==> config.mk <==
export PLATFORM = sky130hd
export DESIGN_NAME = arch_regfile
export DESIGN_NICKNAME = d
export VERILOG_FILES = /design/src/rtl/arch_regfile.sv
export SDC_FILE = /design/constraint.sdc
export NUM_CORES = 2
export LEC_CHECK = 0
export BUFFER_PORTS_ARGS = -buffer_cell sky130_fd_sc_hd__buf_2
export CORE_UTILIZATION = 60
export DETAILED_ROUTE_END_ITERATION = 7
export MAX_ROUTING_LAYER = met4
export PLACE_DENSITY = 0.74
export SLEW_MARGIN = 20
export SYNTH_ARGS = -nofsm -noshare
export SYNTH_HDL_FRONTEND = slang
export SYNTH_SLANG_ARGS = --single-unit
==> constraint.sdc <==
create_clock -name clk -period 11.6 [get_ports clk]
set_input_delay 1.16 -clock clk [delete_from_list [all_inputs] [get_ports clk]]
set_output_delay 1.16 -clock clk [all_outputs]
set_load 0.02 [all_outputs]
==> src/rtl/arch_regfile.sv <==
// arch_regfile: architectural register file with rename tags.
// Retires ROB heads in order and writes the committed data into the
// architectural registers. For each register it tracks which ROB tag will
// produce the newest value. It serves two operand lookups, returning either
// the committed value or the pending tag.
//
// Ports:
//   clk, reset (sync, active-low), flush
//   read_num[1:0]   -> read_valid[1:0], read_tag[1:0], read_data[1:0]
//   issue, issue_dest_en, issue_dest, issue_tag
//   commit_valid (out), commit_ready, commit_arch_num, commit_tag, commit_data
//   retire_count    committed instructions since reset (wraps)
module arch_regfile #(
  parameter int REG_WIDTH = 5,
  parameter int ROB_WIDTH = 3
) (
  input  logic                      clk,
  input  logic                      reset,
  input  logic                      flush,
  input  logic [1:0][REG_WIDTH-1:0] read_num,
  output logic [1:0]                read_valid,
  output logic [1:0][ROB_WIDTH-1:0] read_tag,
  output logic [1:0][31:0]          read_data,
  input  logic                      issue,
  input  logic                      issue_dest_en,
  input  logic [REG_WIDTH-1:0]      issue_dest,
  input  logic [ROB_WIDTH-1:0]      issue_tag,
  output logic                      commit_valid,
  input  logic                      commit_ready,
  input  logic [REG_WIDTH-1:0]      commit_arch_num,
  input  logic [ROB_WIDTH-1:0]      commit_tag,
  input  logic [31:0]               commit_data,
  output logic [31:0]               retire_count
);

  localparam int NUM_REGS = 1 << REG_WIDTH;

  logic [31:0]          value_q [NUM_REGS];
  logic [ROB_WIDTH-1:0] tag_q   [NUM_REGS];
  logic [NUM_REGS-1:0]  busy_q;

  logic commit_fire;
  logic commit_clears;

  // The commit handshake never waits on the ROB. A flush drops commit_valid,
  // so nothing retires in the cycle the ROB pointers are cleared.
  assign commit_valid = reset && !flush;
  assign commit_fire  = commit_valid && commit_ready;

  // A commit only releases the register when it is the newest producer.
  // Otherwise a younger in-flight write still owns the register.
  assign commit_clears = commit_fire && busy_q[commit_arch_num] &&
                         (tag_q[commit_arch_num] == commit_tag);

  always_ff @(posedge clk) begin
    if (!reset) begin
      busy_q       <= '0;
      retire_count <= '0;
      for (int i = 0; i < NUM_REGS; i++) begin
        value_q[i] <= '0;
        tag_q[i]   <= '0;
      end
    end else if (flush) begin
      busy_q <= '0;
    end else begin
      if (commit_fire) begin
        value_q[commit_arch_num] <= commit_data;
        retire_count             <= retire_count + 32'd1;
        if (commit_clears) begin
          busy_q[commit_arch_num] <= 1'b0;
        end
      end
      // Placed after the commit so that a same-register issue wins busy/tag.
      if (issue && issue_dest_en) begin
        busy_q[issue_dest] <= 1'b1;
        tag_q[issue_dest]  <= issue_tag;
      end
    end
  end

  // The commit bypass closes the window between the ROB retiring an entry
  // and the busy bit clearing one cycle later.
  always_comb begin
    for (int i = 0; i < 2; i++) begin
      read_valid[i] = 1'b1;
      read_tag[i]   = tag_q[read_num[i]];
      read_data[i]  = value_q[read_num[i]];
      if (commit_clears && (commit_arch_num == read_num[i])) begin
        read_data[i] = commit_data;
      end else if (busy_q[read_num[i]]) begin
        read_valid[i] = 1'b0;
      end
    end
  end

endmodule

==> metrics.md <==
| Metric | Value |
|---|---|
| Vias | `40380` |
| Drt drc | `0` |
| Clock slew at reported path FFs | `0.06 ns` |
| Tcrit/Tclk final | `59.63%` |
| Top cells by area, synth | `edfxtp_1, mux4_2, and2_1` |
| H-Tree Depth | `4` |
| Final setup viols | `0` |
| Gate power share | `12.5%` |
| Startpoint types | `input port` |
| Biggest area consumer among synthesized cells | `edfxtp_1` |
| Most numerous cell in the Yosys netlist | `edfxtp_1` |
| Slowest CP cell | `nand4_4` |
| Post-Layout Cell Count | `5579` |
| Peak VDD IR | `0.1495 mV` |
| YS warnings | `0` |
| Synth Register Bits | `1184` |
| Core Region | `0.1071 mm^2` |
| Total Routing Usage GR | `38.42%` |
| Crit path max-delay family | `buffers and inverters` |
| RSZ-0062 raised after global routing | `no` |
| Main combinational cell family by area after synthesis | `multiplexers` |
| Synth Area in Compound Gates | `1.269%` |
| Mux cell area share after synthesis | `28.68%` |
| Initial DRC Count | `6413` |
| Status | `finished clean` |
| Setup Crit Path Kind | `input port to output pin` |
| Worst Hold Class | `flip-flop to flip-flop` |
| Sequential area share after synthesis | `53.82%` |
| Share of layout cells above drive strength 1 | `33.43%` |
| Internal power | `0.007807 W` |
| Critical path peak fanout | `51` |
| Worst rel slew slack | `24.60%` |
| Clock skew | `0.01567 ns` |
| Initial antenna violation count | `14` |
| Hpwl dp | `112.4 mm` |
| Final slew viol count | `0` |
| Fraction of registers with async set/reset | `0%` |
| Net Count, Synth | `4173` |
| Maximum clock rate | `0.1446 GHz` |
| Adder-cell share of the synthesized area | `0.01929%` |
| Post-synth top area share | `51.84%` |
| Minimum clock period after layout | `6.918 ns` |
| Net Sw Frac | `24.44%` |
| Wirelength per Cell | `35.77 um` |
| CTS resizes | `0` |
| Post-Syn Area | `0.06487 mm^2` |
| PortBufs | `168` |
| CTS root buffer | `clkbuf_16` |
| Worst slew pin tran | `1.127 ns` |
| Final antenna-violating net count | `0` |
| Worst Path Required | `10.44 ns` |
| Post-CTS Setup Inserts | `0` |
| P_sw | `0.002526 W` |
| FP Rows | `120` |
| Die Ht | `330.8 um` |
| Synth Area in XOR/XNOR | `0.5130%` |
| Clk pwr share | `39.1%` |
| Cell mode on critical path | `buf_4` |
| Die area | `0.1094 mm^2` |
| CTS Buffer Depth | `3` |
| First-pass GRT wire length | `283.9 mm` |
| CTS tree | `done` |
| Worst reg-to-reg setup slack | `8.44 ns` |
| Buf/Inv on CP | `4` |
| Layout Utilization | `66.65%` |
| Area Growth Syn to Fin | `9.991%` |
| Max stage delay on crit path | `0.76 ns` |
| Routability Congestion | `0.9486` |
| Final Hold Vio Count | `0` |
| Boundary Pins | `169` |
| Sequential share of power | `48.4%` |
| Number of library cell types mapped by synthesis | `44` |
| Vias in the first global route | `39640` |
| Design area | `0.07135 mm^2` |
| Cts hold-fix bufs | `0` |
| Synth Flop Type | `edfxtp_1` |
| DRT Pass-1 Iters | `5` |
| Setup TNS | `0 ns` |
| Post-Synth Simple-Gate Area | `12.92%` |
| Max Cap Viol | `0` |
| Worst-Skew Late Latency | `0.75 ns` |
| Via density | `7.237` |
| Leakage | `24.79 nW` |
| CP cell instances | `buf_4 -> buf_4 -> mux2i_1 -> o22ai_1 -> nor4_1 -> a21oi_1 -> nor4_4 -> nand4_4 -> buf_4 -> mux2_4 -> buf_2` |
| Die X | `330.8 um` |
| TritonCTS Buffers | `130` |
| Final net count | `4132` |
| Placed insts | `5338` |
| Final wirelength | `199.6 mm` |
| Clock sink total | `1184` |
| Top post-synthesis cells by count | `edfxtp_1, and2_1, mux4_2, clkbuf_1, and3_1` |
| DP Area | `0.06722 mm^2` |
| Syn_area_per_cell | `15.79 um^2` |
| GRT overflow | `0` |
| PwrDens | `144.8 mW/mm^2` |
| Mapped Cells | `4108` |
| CP Capture Type | `output pin` |
| Crit path arrival time | `5.76 ns` |
| Effective utilization at floorplan | `60.60%` |
| Post-synth EDFFs | `1120` |
| Largest net degree at the start of global routing | `141` |
flip-flops by register name (all words and copies together) (netlist names):
register / cells
value_q: 1024
tag_q: 96
busy_q: 32
retire_count: 32
layout make-up:
class | count | area [um^2]
repair buffers | 277 | 1772
multi-input cells | 2468 | 28760
flip-flops and latches | 1184 | 34910
fillers | 7215 | 35700
clock inverters | 70 | 619.3
clock buffers | 162 | 3490
inverters | 6 | 22.52
diodes | 9 | 22.52
well taps | 1403 | 1755
tightest hold or removal path, stage by stage (launching register included):
cell     delay, ns
dfxtp_1       0.34
nand3_1       0.08
nand2_1       0.05
through the flow:
step | power [W] | hold WS (ns) | setup WS [ns]
after floorplan | 0.005928 | 0.4660 | 6.235
after global placement | 0.006328 | 0.4804 | 5.028
after detailed placement | 0.006358 | 0.4955 | 4.873
after CTS | 0.01033 | 0.5112 | 4.873
after global routing | 0.01057 | 0.5425 | 4.636
final | 0.01033 | 0.5090 | 4.682
cell usage in the layout, fill, tap and decap left out, types with 9 or more instances in the layout:
cell | Yosys | final
nor2_1 | 38 | 9
clkinv_1 | 0 | 25
and2_1 | 1050 | 1050
xor2_1 | 11 | 11
a31oi_1 | 30 | 30
edfxtp_1 | 1120 | 1120
clkinv_2 | 0 | 17
dfxtp_1 | 64 | 64
diode_2 | 0 | 9
mux2i_1 | 64 | 64
a22oi_1 | 30 | 30
and3_1 | 104 | 103
mux4_2 | 720 | 720
o21ai_4 | 0 | 28
nand2_1 | 90 | 90
xnor2_1 | 27 | 27
mux2_2 | 78 | 78
clkbuf_16 | 0 | 135
clkbuf_1 | 375 | 26
buf_4 | 2 | 109
nor4_1 | 10 | 10
nor2_4 | 0 | 28
nand3_1 | 20 | 19
buf_2 | 24 | 158
o22ai_1 | 32 | 32
mux2_4 | 58 | 58
cell families (layout without fill, tap and decap cells):
kind of cell / Yosys count / in the layout
AOI/OAI and AO/OA: 132 / 132
xor gates and xnor gates: 38 / 38
adders and majority gates: 1 / 1
buffers and inverters: 456 / 515
DFF: 1184 / 1184
muxes: 920 / 920
other: 0 / 9
and+or+nand+nor: 1377 / 1377
routing by layer:
layer	global-route usage, %	share of wire (%)	vias to the layer above
li1	-	-	15960
met1	50.95	35	20710
met2	56.98	47	3151
met3	9.097	13	561
met4	17.22	4.9	0
met5	-	0	-
power by group through the flow:
stage	clock (W)	sequential, W	combinational (W)
after global routing	0.00422	0.00502	0.00133
after global placement	0	0.00506	0.00127
after floorplan	0	0.00504	0.000886
final	0.00404	0.00500	0.00129
after detailed placement	0	0.00508	0.00128
after CTS	0.00406	0.00499	0.00128
path summary, 6_finish.rpt:
path / start / endpoint / depth (start not counted)
max reg2reg: tag_q[27][1] / busy_q[9] / 7
max: commit_arch_num[1] / read_data[27] / 11
min reg2reg: retire_count[1] / retire_count[1] / 2
min: retire_count[1] / retire_count[1] / 2
(Power assumes the default switching activity.)
